===== src/rtl/sd_init_sequencer.sv =====
// SD card power-up / identification sequencer: drives CMD0, CMD8, CMD55/ACMD41, CMD2, CMD3, CMD7
// through a single-command CMD-line controller, then reports card type and RCA.
module sd_init_sequencer #(
    parameter logic [15:0] SLOW_CLKDIV    = 16'd63,
    parameter logic [15:0] FAST_CLKDIV    = 16'd1,
    parameter logic [15:0] INIT_PRECYCLES = 16'd80,
    parameter logic [15:0] CMD_PRECYCLES  = 16'd8,
    parameter logic [15:0] ACMD41_RETRIES = 16'd1000
) (
    input  logic        clk,
    input  logic        rst_n,
    input  logic        init_start,
    output logic        init_busy,
    output logic        init_done,
    output logic        init_ok,
    output logic [3:0]  err_code,
    output logic        card_v2,
    output logic        card_sdhc,
    output logic [15:0] card_rca,
    output logic        cmd_start,
    output logic [15:0] cmd_precycles,
    output logic [15:0] cmd_clkdiv,
    output logic [5:0]  cmd_idx,
    output logic [31:0] cmd_arg,
    input  logic        cmd_busy,
    input  logic        cmd_done,
    input  logic        cmd_timeout,
    input  logic        cmd_syntaxerr,
    input  logic [31:0] cmd_resparg
);

    localparam logic [2:0] S_IDLE  = 3'd0;
    localparam logic [2:0] S_ISSUE = 3'd1;
    localparam logic [2:0] S_WAIT  = 3'd2;
    localparam logic [2:0] S_EVAL  = 3'd3;
    localparam logic [2:0] S_DONE  = 3'd4;

    localparam logic [2:0] ST_CMD0   = 3'd0;
    localparam logic [2:0] ST_CMD8   = 3'd1;
    localparam logic [2:0] ST_CMD55  = 3'd2;
    localparam logic [2:0] ST_ACMD41 = 3'd3;
    localparam logic [2:0] ST_CMD2   = 3'd4;
    localparam logic [2:0] ST_CMD3   = 3'd5;
    localparam logic [2:0] ST_CMD7   = 3'd6;

    logic [2:0]  state_q, state_d;
    logic [2:0]  step_q, step_d;
    logic [15:0] retry_q, retry_d;
    logic        busy_q, busy_d;
    logic        done_q, done_d;
    logic        ok_q, ok_d;
    logic [3:0]  err_q, err_d;
    logic        v2_q, v2_d;
    logic        sdhc_q, sdhc_d;
    logic [15:0] rca_q, rca_d;
    logic [15:0] pre_q, pre_d;
    logic [15:0] div_q, div_d;
    logic [5:0]  idx_q, idx_d;
    logic [31:0] arg_q, arg_d;
    logic        rsp_to_q, rsp_to_d;
    logic        rsp_se_q, rsp_se_d;
    logic [15:0] rsp_hi_q, rsp_hi_d;
    logic [11:0] rsp_lo_q, rsp_lo_d;
    logic [3:0]  fail_code;
    logic        seq_ok;
    logic        unused_resp;

    // Response bits 15:12 carry nothing any step of this sequence looks at.
    assign unused_resp = ^cmd_resparg[15:12];

    // NOTE: every variable gets a default at the top of always_comb so no path infers a latch.
    always_comb begin
        state_d   = state_q;
        step_d    = step_q;
        retry_d   = retry_q;
        busy_d    = busy_q;
        done_d    = 1'b0;
        ok_d      = ok_q;
        err_d     = err_q;
        v2_d      = v2_q;
        sdhc_d    = sdhc_q;
        rca_d     = rca_q;
        pre_d     = pre_q;
        div_d     = div_q;
        idx_d     = idx_q;
        arg_d     = arg_q;
        rsp_to_d  = rsp_to_q;
        rsp_se_d  = rsp_se_q;
        rsp_hi_d  = rsp_hi_q;
        rsp_lo_d  = rsp_lo_q;
        fail_code = 4'd0;
        seq_ok    = 1'b0;

        case (state_q)
            S_IDLE: begin
                if (init_start) begin
                    busy_d  = 1'b1;
                    ok_d    = 1'b0;
                    err_d   = 4'd0;
                    v2_d    = 1'b0;
                    sdhc_d  = 1'b0;
                    rca_d   = 16'h0;
                    div_d   = SLOW_CLKDIV;
                    retry_d = 16'h0;
                    step_d  = ST_CMD0;
                    state_d = S_ISSUE;
                end
            end
            S_ISSUE: if (!cmd_busy) state_d = S_WAIT;
            S_WAIT: begin
                if (cmd_busy && cmd_done) begin
                    rsp_to_d = cmd_timeout;
                    rsp_se_d = cmd_syntaxerr;
                    rsp_hi_d = cmd_resparg[31:16];
                    rsp_lo_d = cmd_resparg[11:0];
                    state_d  = S_EVAL;
                end
            end
            S_EVAL: begin
                case (step_q)
                    ST_CMD0: step_d = ST_CMD8;
                    ST_CMD8: begin
                        if (rsp_to_q)                 step_d = ST_CMD55;
                        else if (rsp_se_q)            fail_code = 4'd2;
                        else if (rsp_lo_q == 12'h1AA) begin
                            v2_d   = 1'b1;
                            step_d = ST_CMD55;
                        end else                      fail_code = 4'd1;
                    end
                    ST_CMD55: begin
                        if (rsp_to_q || rsp_se_q) fail_code = 4'd7;
                        else                      step_d = ST_ACMD41;
                    end
                    ST_ACMD41: begin
                        if (rsp_to_q)         fail_code = 4'd3;
                        else if (rsp_hi_q[15]) begin
                            sdhc_d = v2_q & rsp_hi_q[14];
                            step_d = ST_CMD2;
                        end else begin
                            retry_d = retry_q + 16'd1;
                            if (retry_d == ACMD41_RETRIES) fail_code = 4'd3;
                            else                           step_d = ST_CMD55;
                        end
                    end
                    ST_CMD2: begin
                        if (rsp_to_q) fail_code = 4'd4;
                        else          step_d = ST_CMD3;
                    end
                    ST_CMD3: begin
                        if (rsp_to_q || rsp_se_q) fail_code = 4'd5;
                        else begin
                            rca_d  = rsp_hi_q;
                            step_d = ST_CMD7;
                        end
                    end
                    ST_CMD7: begin
                        if (rsp_to_q || rsp_se_q) fail_code = 4'd6;
                        else                      seq_ok = 1'b1;
                    end
                    default: fail_code = 4'd7;
                endcase

                if (fail_code != 4'd0 || seq_ok) begin
                    busy_d  = 1'b0;
                    done_d  = 1'b1;
                    ok_d    = seq_ok;
                    err_d   = fail_code;
                    div_d   = seq_ok ? FAST_CLKDIV : SLOW_CLKDIV;
                    state_d = S_DONE;
                end else begin
                    state_d = S_ISSUE;
                end
            end
            S_DONE:  state_d = S_IDLE;
            default: state_d = S_IDLE;
        endcase

        // Command fields are loaded once on entry to ISSUE and held through WAIT.
        if (state_d == S_ISSUE && state_q != S_ISSUE) begin
            pre_d = CMD_PRECYCLES;
            arg_d = 32'h0;
            case (step_d)
                ST_CMD0:   begin idx_d = 6'd0;  pre_d = INIT_PRECYCLES; end
                ST_CMD8:   begin idx_d = 6'd8;  arg_d = 32'h0000_01AA; end
                ST_CMD55:  idx_d = 6'd55;
                ST_ACMD41: begin idx_d = 6'd41; arg_d = v2_d ? 32'h4010_0000 : 32'h0010_0000; end
                ST_CMD2:   idx_d = 6'd2;
                ST_CMD3:   idx_d = 6'd3;
                ST_CMD7:   begin idx_d = 6'd7;  arg_d = {rca_d, 16'h0}; end
                default:   idx_d = 6'd0;
            endcase
        end
    end

    always_ff @(posedge clk or negedge rst_n) begin
        if (!rst_n) begin
            state_q  <= S_IDLE;
            step_q   <= ST_CMD0;
            retry_q  <= 16'h0;
            busy_q   <= 1'b0;
            done_q   <= 1'b0;
            ok_q     <= 1'b0;
            err_q    <= 4'd0;
            v2_q     <= 1'b0;
            sdhc_q   <= 1'b0;
            rca_q    <= 16'h0;
            pre_q    <= INIT_PRECYCLES;
            div_q    <= SLOW_CLKDIV;
            idx_q    <= 6'd0;
            arg_q    <= 32'h0;
            rsp_to_q <= 1'b0;
            rsp_se_q <= 1'b0;
            rsp_hi_q <= 16'h0;
            rsp_lo_q <= 12'h0;
        end else begin
            state_q  <= state_d;
            step_q   <= step_d;
            retry_q  <= retry_d;
            busy_q   <= busy_d;
            done_q   <= done_d;
            ok_q     <= ok_d;
            err_q    <= err_d;
            v2_q     <= v2_d;
            sdhc_q   <= sdhc_d;
            rca_q    <= rca_d;
            pre_q    <= pre_d;
            div_q    <= div_d;
            idx_q    <= idx_d;
            arg_q    <= arg_d;
            rsp_to_q <= rsp_to_d;
            rsp_se_q <= rsp_se_d;
            rsp_hi_q <= rsp_hi_d;
            rsp_lo_q <= rsp_lo_d;
        end
    end

    // Start is gated by the live busy so the pulse cannot overlap an outstanding command.
    assign cmd_start     = (state_q == S_ISSUE) && !cmd_busy;
    assign init_busy     = busy_q;
    assign init_done     = done_q;
    assign init_ok       = ok_q;
    assign err_code      = err_q;
    assign card_v2       = v2_q;
    assign card_sdhc     = sdhc_q;
    assign card_rca      = rca_q;
    assign cmd_precycles = pre_q;
    assign cmd_clkdiv    = div_q;
    assign cmd_idx       = idx_q;
    assign cmd_arg       = arg_q;

endmodule

===== config.mk =====
export PLATFORM = sky130hd
export DESIGN_NAME = sd_init_sequencer
export DESIGN_NICKNAME = d
export VERILOG_FILES = /design/src/rtl/sd_init_sequencer.sv
export SDC_FILE = /design/constraint.sdc
export NUM_CORES = 1
export LEC_CHECK = 0
export ABC_AREA = 1
export CAP_MARGIN = 20
export CORE_ASPECT_RATIO = 0.6
export CORE_MARGIN = 2
export CORE_UTILIZATION = 35
export CTS_CLUSTER_DIAMETER = 120
export DETAILED_ROUTE_END_ITERATION = 10
export PLACE_DENSITY = 0.65
export SLEW_MARGIN = 20
export SYNTH_ARGS = -nofsm -noshare
export SYNTH_HDL_FRONTEND = slang
export SYNTH_SLANG_ARGS = --single-unit

===== constraint.sdc =====
create_clock -name clk -period 2.4 [get_ports clk]
set_clock_uncertainty 0.05 [all_clocks]
set_input_delay 0.48 -clock clk [delete_from_list [all_inputs] [get_ports clk]]
set_output_delay 0.48 -clock clk [all_outputs]
set_load 0.005 [all_outputs]

**Yosys cells after proc, flatten, opt, wreduce, memory -nomap -nowiden**

Cells that the tools add are included.

- Bits in registers: 147
- Input port bits: 39

- Mux-type cells: 70
- Equal/unequal tests: 25
- Reductions and logical operators: 15
- Bitwise gates (word level): 1
- Add/sub/neg operators: 1

Operator list:

| kind | count |
|---|---|
| $mux W16 | 9 |
| $pmux W16 S2 | 3 |
| $pmux W32 S3 | 1 |
| $mux W3 | 18 |
| $pmux W6 S6 | 1 |
| $mux W31 | 1 |
| $pmux W3 S7 | 1 |
| $eq A3 B2 Y1 const B | 6 |
| $eq A3 B3 Y1 const B | 6 |
| $mux W1 | 18 |
| $pmux W3 S6 | 1 |
| $add A16 B1 Y16 const B | 1 |
| $eq A16 B10 Y1 const B | 1 |
| $eq A12 B9 Y1 const B | 1 |
| $eq A3 B1 Y1 const B | 4 |
| $mux W4 | 3 |
| $pmux W3 S4 | 1 |
| $mux W2 | 5 |
| $ne A2 B2 Y1 const B | 5 |
| $reduce_and A5 Y1 | 2 |
| $logic_not A3 Y1 | 3 |
| $pmux W1 S2 | 4 |
| $pmux W4 S2 | 1 |
| $mux W7 | 1 |
| other kinds (12) | 15 |

**Logic depth before layout (Yosys ltp)**

- Depth in word-level cells: 13
- Depth in mapped cells: 20

**Worst setup path after synthesis**

Ideal clock, no wire load.

- Path type: register to register
- Start: register retry_q[1]
- End: register arg_q[23], in the netlist cmd_arg[23]
- Setup time: 0.116 ns
- Clock period less this slack: 2.157 ns
- Buffers on the path: 1
- Path slack: 0.243 ns
- Required time: 2.234 ns
- Arrival time: 1.991 ns
- Stages on the path, launching flop included: 18
- Path through: dfrtp_1 > ha_1 > nand3_2 > nor2_4 > nand3_1 > nand2_1 > nand2_1 > nand2_1 > nor2_1 > nand3_1 > nand2_1 > nand2_2 > nand4_2 > o21bai_4 > nand3b_4 > buf_6 > nand2_1 > nand2_1

- Word-level cells in the longest chain between the ends: 13

Ends and longest elaborated chain:

| item | line | RTL |
|---|---|---|
| start: declaration | 48 | `logic [15:0] retry_q, retry_d;` |
| start signal: assignment | 218 | `retry_q <= retry_d;` |
| $add A16 B1 Y16 | 140 | `retry_d = retry_q + 16'd1;` |
| $eq A16 B10 Y1 | 141 | `if (retry_d == ACMD41_RETRIES) fail_code = 4'd3;` |
| $mux W2 | 141 |  |
| $mux W2 | 136 | `else if (rsp_hi_q[15]) begin` |
| $mux W2 | 135 | `if (rsp_to_q) fail_code = 4'd3;` |
| $pmux W3 S7 | 120 | `case (step_q)` |
| $mux W4 | 94 | `case (state_q)` |
| $reduce_bool A4 Y1 | 163 | `if (fail_code != 4'd0 \|\| seq_ok) begin` |
| $logic_or A1 B1 Y1 | 163 |  |
| $mux W3 | 163 |  |
| $pmux W3 S4 | 94 |  |
| named net state_d[0] | 46 | `logic [2:0] state_q, state_d;` |
| $eq A3 B1 Y1 | 179 | `if (state_d == S_ISSUE && state_q != S_ISSUE) begin` |
| $logic_and A1 B1 Y1 | 179 |  |
| end signal: assignment | 229 | `arg_q <= arg_d;` |
| end: declaration | 59 | `logic [31:0] arg_q, arg_d;` |

The timed path passes the listed nets, and every way through them passes these cells. The select of a mux whose other input is x is not followed.
A chain may end at the register's enable or synchronous reset.

**Worst setup path in the final report**

- Start: register retry_q[0]
- End: register arg_q[24], in the netlist cmd_arg[24]

Same word-level chain as after synthesis.

==> results summary <==
The flow ran to the end, but the final reports show violations. The checks that failed: setup timing. The area added between synthesis and finish came out at 32.6%. The post-synthesis sequential area ratio is 49.1%. The critical path endpoint category is a flop.

The sum of net half-perimeters after detailed placement came out at 9470 um. Walking the worst path, the cells encountered are buf_6 -> buf_4 -> ha_1 -> inv_1 -> nor2_2 -> nand2_1 -> nor2_1 -> nand2_1 -> nor2_2 -> nand3_2 -> nand2_2 -> nand2_4 -> nand4_4 -> o21bai_4 -> nand3b_4 -> clkbuf_16 -> nand2_2 -> nand2_1. The floorplan row count is 34.

The area taken by multi-input logic gates came out at about 2300 um^2. The design draws roughly 6.9 mW. The wire length of the first global-routing pass came out at 21,700 um. The worst voltage drop across the vdd grid came out at roughly 0.00041 V.

For the final routed database, the setup TNS stands at -1140 ps. The clock tree synthesis step divided the H-tree into 3 levels. Counting along the longest clock path gives a buffer depth of 2. The DRC violation count after routing came out at 0. The prevailing post-synth register cell is dfrtp_1. The launch point of the critical path is retry_q[0]. The post-synthesis average cell area came out at about 8.5 um^2. The effective utilization at floorplan is between 30% and 40%. The tree is rooted in a clkbuf_16. The number of global-route vias before repair is around 4.3k. The residual overflow from global routing came out at 0.

On the critical path, the stage with the largest delay is an instance of dfrtp_1. The final instance count without filler cells is just over 900. Setup repair after global routing could not meet its margin everywhere. The synthesized flop and latch total came out at 102.

The startpoint identified for the worst register-to-register timing path is retry_q[0]. The final net count is approximately 760. The placement-stage cell area is about 6300 um^2. Yosys mapped a number of flops with a built-in enable equal to 0.

The total length of routed wires is 13,700 um. The part of the cycle the worst path needs came out at 103%. The number of max-slew violations in the final report came to 0. The floorplan die area came out at 15,900 um^2. Clock tree synthesis found a total of roughly 100 sinks. The number of iterations in the first detailed-routing pass is 5.

The total power divided by cell area is 1000 nW/um^2. The number of antenna violations at the first check in global routing was 1. Entering global routing, the biggest net connects 43 pins. The core occupancy in the finished layout is 47.5%.

Yosys mapped the design onto 37 distinct sky130hd cell types. In the routed layout, each cell is associated on average with a via count of 4.80. The global placement routability congestion is approximately 0.86. The first routing iteration left 408 violations. The peak fanout along the critical path came out at 6. Setup violations remaining at the end of the flow were counted as 25.

The delay contributed by the slowest stage of the critical path is approximately 420 ps. The synthesized netlist cell count is 609. The number of buffers added on ports came out at between 90 and 100.

Data on the critical path is required at its endpoint by 2590 ps. The analysis attributes to cell leakage a power of 3.32 nW. The total count of hold-check failures in the final report is 0.

Counting the buffers created by CTS gives 9. The post-synth design cell area came out at approximately 5200 um^2. After synthesis, the share of flip-flops with an asynchronous set or reset is 100%. TritonCTS built the clock tree. For the worst setup path, the data arrival time is between 2000 and 3000 ps. The maximum achievable frequency came out at between 400 and 500 MHz. STA classifies the critical path startpoint as a flop. Counting I/O delays and the setup requirement, the final critical path takes ~2500 ps. The layout cell share with drive strength beyond 1 came out at between 10% and 20%. Once routing completed, OpenROAD measured the worst setup slack at -79.7 ps. For this run, the number of Yosys warnings is 0. The tightest min-delay check is of the in2async type. The hold slack is about 77 ps. The area occupied by registers is ~2600 um^2.

The headroom to the max-slew limit came out at roughly a third. The remaining antenna violation count after routing is 0. The total global routing track utilization came out at around 17%. The path type of the worst setup path is reg2reg. The clock transition at the register clock pins on the worst setup and hold paths after CTS is 70 ps.

The worst-margin pin slew came out at between 900 and 1000 ps. The worst slack after detailed placement came out at -83.6 ps. Setup slack on the worst reg-to-reg path comes out at -80 ps. The detailed-route wire length per cell came out at between 10 and 15 um. The clock network latency to the later pin of the worst-skew pair came out at between 300 and 400 ps. The layout has roughly 1.4k filler cells. Counting stages on the worst path, the most repeated cell is nand2_1. Across all layers, the routed design uses ~4.4k vias. The number of placed instances, taps included, is a little under 900.

The die is 161 um wide. Summing all non-filler instances in the final layout gives an area of between 6000 and 7000 um^2. After floorplanning, the core was sized to cover around 15,000 um^2. The die extent in y came out at approximately 100 um.

The number of ports placed on the die boundary is between 100 and 150. The count of maximum capacitance violations is 0.
==> area by class of cell <==
cell class	instances	share of cell area, %
inverter	55	2.99
clock buffer	11	3.52
tap	198	3.59
timing repair buffer	123	18.0
sequential	102	37.1
antenna	1	0.0363
multi-input combinational	427	33.7
clock inverter	5	1.02
==> cells in the mapped netlist, drive strengths merged (2+ instances only) <==
library cell | instances | area share, %
nand2 | 174 | 13
dfrtp | 100 | 48
nand3 | 57 | 5.8
inv | 54 | 3.9
nor2 | 51 | 4.2
buf | 48 | 7.0
o21ai | 28 | 2.7
mux2 | 25 | 5.4
nand4 | 14 | 1.8
a21oi | 13 | 1.3
clkbuf | 12 | 0.87
nor3 | 9 | 1.1
o22ai | 5 | 0.72
a31o | 2 | 0.34
conb | 2 | 0.14
dfstp | 2 | 1.0
ha | 2 | 0.48
o21bai | 2 | 0.51
==> flip-flops by register name, indices dropped and copies added, names as in the netlist, 2 cells and up <==
register	cells
cmd_arg	17
card_rca	16
retry_q	16
rsp_hi_q	16
rsp_lo_q	12
cmd_idx	6
err_code	3
state_q	3
step_q	3
cmd_precycles	2
==> layer usage <==
layer / share of wire (%) / track usage [%]
met1: 48 / 24.1
met2: 43 / 25.8
met4: 0.87 / 3.85
met3: 8.1 / 5.73
met5: 0 / 0
==> placed cells by master, fill, tap and decap left out, types with 3 or more instances in the layout <==
master	synthesis	layout
conb_1	2	36
o22ai_1	4	4
buf_4	45	21
nand2_1	162	150
a21oi_1	13	13
nor2_4	3	8
nor2_2	1	6
nor2_1	47	38
dfrtp_2	0	3
mux2_2	25	25
o21ai_0	28	25
clkbuf_16	0	11
nor3_1	8	7
buf_6	2	4
nand4_1	13	13
clkdlybuf4s50_1	0	93
dfrtp_1	100	97
o21ai_1	0	3
nand3_1	54	50
nand3_2	3	6
inv_1	54	53
buf_12	0	3
nand2_2	12	19
nand2_4	0	5
==> path summary, 6_finish.rpt <==
| path | end | cells past startpoint |
|---|---|---|
| setup / recovery | cmd_arg[24] | 18 |
| hold / removal | init_ok | 1 |
| setup reg to reg | cmd_arg[24] | 18 |
| hold reg to reg | cmd_precycles[4] | 2 |
| max in group asynchronous | cmd_precycles[4] | 2 |
| min in group clk | cmd_precycles[4] | 2 |
==> repair_timing <==
item / in CTS / in global routing
gates resized for setup: 7 / 44
pin swaps: 4 / 11
hold buffers: 0 / 0
buffers inserted: 1 / 6
cloned: 1 / 3
setup endpoints to repair: 25 / 33
==> power breakdown <==
| group | leakage (nW) | switching, mW | internal (mW) |
|---|---|---|---|
| clock | 0.155 | 0.697 | 0.861 |
| combinational | 1.83 | 1.55 | 1.23 |
| sequential | 1.33 | 0.388 | 2.20 |
| total | 3.32 | 2.63 | 4.29 |
==> critical path, delay by kind of cell, from the launching register on <==
family                   cells  cell delay [ps]
AND/OR/NAND/NOR             12              950
buffers and inverters        4              560
flip-flops                   1              420
adder cells (fa/ha/maj)      1              190
AO/OA/AOI/OAI                1              180
==> kinds of logic after synthesis <==
family | Yosys count | share of synthesized area, %
DFF | 102 | 49.1
buffers and inverters | 115 | 11.9
adders and majority gates | 2 | 0.481
AOI/OAI and AO/OA | 56 | 6.43
muxes | 25 | 5.42
and+or+nand+nor | 306 | 26.4
other | 2 | 0.144
xor gates and xnor gates | 1 | 0.169
Power figures use the tool's default switching activity.
